`src/rtl/core_sequencer.sv`:
```
// core_sequencer: multi-cycle fetch/decode/execute/mem/writeback control FSM.
// Latency: 4 cycles to retire ALU/branch/store, 5 for loads, +1 per ack wait cycle.
// Backpressure: FETCH and MEM hold their request until the matching ack arrives.
//
// Ports:
//   clk, rst                      clock and synchronous active-high reset
//   imem_req / imem_ack           instruction fetch handshake
//   ir_wren                       instruction register load strobe
//   dec_*                         decoder flags for the instruction in flight
//   dmem_req / dmem_we / dmem_ack data memory handshake
//   reg_wren, pc_wren             register-file write and retire strobes
//   halted, state                 status
// Optional feature: define CORE_SEQUENCER_PERF_COUNTER_EN to add the
// cycle_count and retired_count performance counters.

module core_sequencer #(
  parameter int COUNTER_WIDTH = 32
) (
  input  logic       clk,
  input  logic       rst,
  output logic       imem_req,
  input  logic       imem_ack,
  output logic       ir_wren,
  input  logic       dec_reg_wren,
  input  logic       dec_ram_wren,
  input  logic       dec_is_load,
  input  logic       dec_illegal,
  output logic       dmem_req,
  output logic       dmem_we,
  input  logic       dmem_ack,
  output logic       reg_wren,
  output logic       pc_wren,
  output logic       halted,
  output logic [2:0] state
`ifdef CORE_SEQUENCER_PERF_COUNTER_EN
  ,
  output logic [COUNTER_WIDTH-1:0] cycle_count,
  output logic [COUNTER_WIDTH-1:0] retired_count
`endif
);

  typedef enum logic [2:0] {
    S_FETCH     = 3'd0,
    S_DECODE    = 3'd1,
    S_EXECUTE   = 3'd2,
    S_MEM       = 3'd3,
    S_WRITEBACK = 3'd4,
    S_HALT      = 3'd5
  } state_t;

  state_t r_state;
  state_t w_next;

  // A zero or negative width leaves nothing sensible to count with.
  if (COUNTER_WIDTH < 1) begin : g_bad_counter_width
  end

  always_ff @(posedge clk) begin
    if (rst) r_state <= S_FETCH;
    else     r_state <= w_next;
  end

  always_comb begin
    w_next   = r_state;
    imem_req = 1'b0;
    ir_wren  = 1'b0;
    dmem_req = 1'b0;
    dmem_we  = 1'b0;
    reg_wren = 1'b0;
    pc_wren  = 1'b0;
    halted   = 1'b0;
    case (r_state)
      S_FETCH: begin
        imem_req = 1'b1;
        ir_wren  = imem_ack;
        if (imem_ack) w_next = S_DECODE;
      end
      S_DECODE: begin
        w_next = dec_illegal ? S_HALT : S_EXECUTE;
      end
      S_EXECUTE: begin
        w_next = (dec_is_load || dec_ram_wren) ? S_MEM : S_WRITEBACK;
      end
      S_MEM: begin
        dmem_req = 1'b1;
        dmem_we  = dec_ram_wren;
        if (dmem_ack) begin
          // Stores retire straight from MEM; loads still owe a register write.
          if (dec_ram_wren) begin
            pc_wren = 1'b1;
            w_next  = S_FETCH;
          end else begin
            w_next  = S_WRITEBACK;
          end
        end
      end
      S_WRITEBACK: begin
        reg_wren = dec_reg_wren;
        pc_wren  = 1'b1;
        w_next   = S_FETCH;
      end
      S_HALT: begin
        halted = 1'b1;
      end
      default: begin
        w_next = S_FETCH;
      end
    endcase
    // Outputs are silent for the whole reset window, even before the first edge.
    if (rst) begin
      imem_req = 1'b0;
      ir_wren  = 1'b0;
      dmem_req = 1'b0;
      dmem_we  = 1'b0;
      reg_wren = 1'b0;
      pc_wren  = 1'b0;
      halted   = 1'b0;
    end
  end

  assign state = r_state;

`ifdef CORE_SEQUENCER_PERF_COUNTER_EN
  logic [COUNTER_WIDTH-1:0] r_cycle_count;
  logic [COUNTER_WIDTH-1:0] r_retired_count;

  always_ff @(posedge clk) begin
    if (rst) begin
      r_cycle_count   <= '0;
      r_retired_count <= '0;
    end else begin
      if (r_state != S_HALT) r_cycle_count <= r_cycle_count + 1'b1;
      if (pc_wren)           r_retired_count <= r_retired_count + 1'b1;
    end
  end

  assign cycle_count   = r_cycle_count;
  assign retired_count = r_retired_count;
`endif

endmodule

```
`config.mk`:
```
export PLATFORM = sky130hd
export DESIGN_NAME = core_sequencer
export DESIGN_NICKNAME = d
export VERILOG_FILES = /design/src/rtl/core_sequencer.sv
export SDC_FILE = /design/constraint.sdc
export NUM_CORES = 1
export LEC_CHECK = 0
export ABC_AREA = 0
export BUFFER_PORTS_ARGS = -buffer_cell sky130_fd_sc_hd__buf_2
export CAP_MARGIN = 20
export CORE_AREA = 5 5 42 44
export DETAILED_ROUTE_END_ITERATION = 12
export DIE_AREA = 0 0 47 49
export HOLD_SLACK_MARGIN = 0.1
export PLACE_DENSITY_LB_ADDON = 0.25
export REMOVE_ABC_BUFFERS = 1
export SYNTH_ARGS = -nofsm -noshare
export SYNTH_HDL_FRONTEND = slang
export SYNTH_SLANG_ARGS = --single-unit
```
`constraint.sdc`:
```
create_clock -name clk -period 3.3 [get_ports clk]
set_clock_uncertainty 0.15 [all_clocks]
set_input_delay 0.33 -clock clk [delete_from_list [all_inputs] [get_ports clk]]
set_output_delay 0.33 -clock clk [all_outputs]
set_load 0.005 [all_outputs]
```
# Yosys cells after proc, flatten, opt, wreduce, memory -nomap -nowiden
# Index checks and enable logic that the tools add are counted.
dict set report classes {
  n_eq_ne 7
  mux 22
  bitwise_logic 1
  reduce_logical 3
}
# operator count
set ops {}
lappend ops {{$mux 1} 15}
lappend ops {{$mux 3} 5}
lappend ops {{$pmux 3 s5} 1}
lappend ops {{$eq 3x2->1 const B} 2}
lappend ops {{$eq 3x3->1 const B} 2}
lappend ops {{$ne 2x2->1 const B} 2}
lappend ops {{$eq 3x1->1 const B} 1}
lappend ops {{$logic_not 3->1} 1}
lappend ops {{$reduce_and 3->1} 1}
lappend ops {{$pmux 1 s2} 1}
lappend ops {{$logic_or 1x1->1} 1}
lappend ops {{$not 1->1} 1}
dict set report totals {
  register_bits 3
  input_bits 8
  out_inout_bits 10
  wordCells 34
}

# Longest topological paths before layout
dict set report logic_depth {
  word_depth 4
  ltp_mapped 4
  depth_no_buf 3
}

# Worst setup path before layout
# OpenSTA, ideal clock, no wires.
dict set report synth_timing {
  kind {flip-flop to output port}
  start {register r_state[0], in the netlist state[0]}
  end {output ir_wren}
  t_arrival_ns 0.928
  required_ns 2.820
  setup_slack_ns 1.892
  stages_incl_launch_ff 4
  n_path_buf 1
  path_cell_list {dfxtp_1 -> buf_6 -> nor4_4 -> and2_1}
}
dict set report synth_via {
  elab_chain_len 3
}
# item line_no
set synth_rtl {}
lappend synth_rtl {{start: declaration} 51} ;# state_t r_state;
lappend synth_rtl {{start signal: assignment} 60} ;# else r_state <= w_next;
lappend synth_rtl {{$logic_not 3->1} 72} ;# case (r_state)
lappend synth_rtl {{$mux 1} 72}
lappend synth_rtl {{$mux 1} 110} ;# if (rst) begin
lappend synth_rtl {{end: declaration} 23} ;# output logic ir_wren,
# No other way between the ends.

# Worst setup path after layout
dict set report layout_timing {
  start {register r_state[0], in the netlist state[0]}
  end {output dmem_we}
}
dict set report layout_via {
  elab_chain_len 3
}
# item line_no
set layout_rtl {}
lappend layout_rtl {{$eq 3x2->1} 72}
lappend layout_rtl {{$mux 1} 72}
lappend layout_rtl {{$mux 1} 110}
lappend layout_rtl {{end: declaration} 29} ;# output logic dmem_we,
# No other way between the ends.

==> impl_metrics.toml <==
[sta]
max_slew_margin_pct = 62.80
finalSetupViolations = 0
slew_violations = 0
setup_ws_ns = 1.403
timing.fmax_mhz = 527.1
fin_setup_tns_ns = 0
period_share_pct = 57.49
tightestPinTransition_ns = 0.5572
fin_hold_ws_ns = 0.1896
hold_viol = 0
rsz0062_at_grt = "no"
period_minus_slack_ns = 1.897

[finish]
syn2layout_area_growth_pct = 26.71
diodes = 0
finalInstanceArea_um2 = 462.9
layout.nets = 66
largest_reg_flops = 3
nFillCells = 171
drive_gt1_share_pct = 52.63

[run]
maxCapViolations = 0

[clocking]
cts_hold_buffers = 0
cts_buffers = 3
clk_transition_reported_paths_ns = 0.04
h-tree-depth = 1
post_cts_resize_count = 0
root_buffer = "clkbuf_4"
cts_tree = "yes"
clk_latency_ns = 0.23
cts_sinks = 3
post_cts_buffers = 0
clockBufferDepth = 2

[setup_path]
startpoint_type = "register"
critPathMaxFanout = 13
worst_r2r_path_depth = 3
cp-end-kind = "output pin"
worstReg2RegEnd = "state[2]"
crit_type = "register to output pin"
required_ns = 2.82
r2r-start = "state[1]"
arrival_ns = 1.42
r2r_setup_slack_ns = 1.78

[die]
die-height_um = 49
die_x_um = 47
core_area_um2 = 1401
initial_core_util_pct = 26.07
rows = 14
io_pins = 18
dieArea_um2 = 2303

[synthesis]
ys_warn_count = 0
yosys_most_used_dff = "dfxtp_1"
netlist.area_leader.share_pct = 16.44
synth-edff-count = 0
syn-cell-area_um2 = 365.4
postSynthAreaPerCell_um2 = 9.368
netlist-cell-type-count = 29
yosys-top-cells-count = "3 x buf_6, 3 x dfxtp_1, 3 x nor2_1"
syn_inst = 39
yosys.area.top_type = "dfxtp_1"
yosysSeqAreaShare_pct = 16.44
synth_area_leaders = "dfxtp_1 16%, buf_6 9.2%, nor4_4 5.8%"
synth-seq-cells = 3
synthArstFlopShare_pct = 0

[hold_path]
hold_end = "state[1]"
hp-class = "primary input to register"
holdPathStages = 2
hold_start = "dmem_ack"

[power]
irDropWorstVdd_mv = 0.1090
p_clk_share_pct = 38.0
power.density_nw_per_um2 = 370.5
seqPwrFrac_pct = 32.4
switchingPower_uw = 56.90
p_sw_share_pct = 33.18
combPwrFrac_pct = 29.6
intPower_uw = 114.6
leakagePower_uw = 0.0002055

[drt]
totalWireLength_um = 879
ant_nets = 0
num_vias = 346
viasPerCell = 4.740
drt_iter0_drc = 2
dr.pass1.iters = 2
wl_per_cell_um = 12.04
drc = 0

[global_routing]
grt_pass1_wl_um = 1366
gr-total-overflow = 0
antenna_found_initial = 0
grt_pass1_vias = 349
grt_max_degree = 15
track_usage_pct = 8.521

[placed_design]
placed_area_um2 = 436.7
port_buffers = 17
place.gp.congestion = 0.6908
pre_cts_slack_ns = 1.643
dp_hpwl_um = 665

[status]
status = "complete, no violations"
-- placed cells by master (no fill, tap or decap) --
master	n
o22ai_1	1
nor4_4	1
nor2b_4	1
nor2_1	3
dfxtp_1	3
and3_1	1
and4bb_1	1
a211oi_1	1
inv_1	2
o311ai_2	1
a221oi_2	1
o21bai_1	1
a31oi_1	1
o2bb2ai_1	1
buf_2	17
nor3b_1	1
nand2_1	2
o21ba_4	1
nor4b_2	1
inv_4	1
nand2b_1	2
nor3_2	1
nand3_1	1
nand3b_1	1
clkbuf_1	1
and2_1	1
o21ai_0	1
o22a_1	1
nor4_1	1
and2b_2	2
clkbuf_4	3
-- critical path, stage by stage, from the launching register on --
cell and delay [ns]:
dfxtp_1 0.66, nor2b_4 0.26, and3_1 0.15, buf_2 0.11
-- how the worst max path moves through the flow --
| stage | end | from |
|---|---|---|
| after floorplan | dmem_we | state[0] |
| after global placement | dmem_we | state[0] |
| after detailed placement | dmem_we | state[0] |
| after CTS | dmem_we | state[0] |
| after global routing | pc_wren | state[0] |
| final | dmem_we | state[0] |
-- layer usage --
layer,routed length (µm),GRT usage (%)
met5,0,0
met2,435,12.67
met1,368,8.791
met3,68,2.583
met4,6,8.295
-- per-stage QoR --
| stage | std cells | utilization [%] | power, µW |
|---|---|---|---|
| 3_3_place_gp | 69 | 31.16 | 108.3 |
| 4_1_cts | 73 | 33.04 | 176.2 |
| 3_5_place_dp | 69 | 31.16 | 107.7 |
| 6_report | 73 | 33.04 | 171.5 |
| 5_1_grt | 73 | 33.04 | 185.3 |
| 2_1_floorplan | 36 | - | 85.67 |
-- power groups by stage --
stage          combinational (µW)  sequential [µW]  clock [µW]
2_1_floorplan                32.6             53.0           0
3_3_place_gp                 52.2             56.0           0
3_5_place_dp                 51.5             56.2           0
4_1_cts                      51.6             55.7        68.9
5_1_grt                      55.9             56.9        72.5
6_report                     50.8             55.6        65.1
-- cell type report --
type | instances | area, µm² | area share (%)
Clock buffer | 4 | 26.28 | 5.676
Inverter | 3 | 13.76 | 2.973
Multi-Input combinational cell | 30 | 257.7 | 55.68
Sequential cell | 3 | 60.06 | 12.97
Tap cell | 16 | 20.02 | 4.324
Timing Repair Buffer | 17 | 85.08 | 18.38
-- cell families (layout without fill, tap and decap cells) --
group	after synthesis	in the layout	synth area share, %
compound gates	10	10	26.72
buf+inv	6	24	13.01
flops	3	3	16.44
simple gates	20	20	43.84
Note: power is estimated with default switching activity, not from simulation.
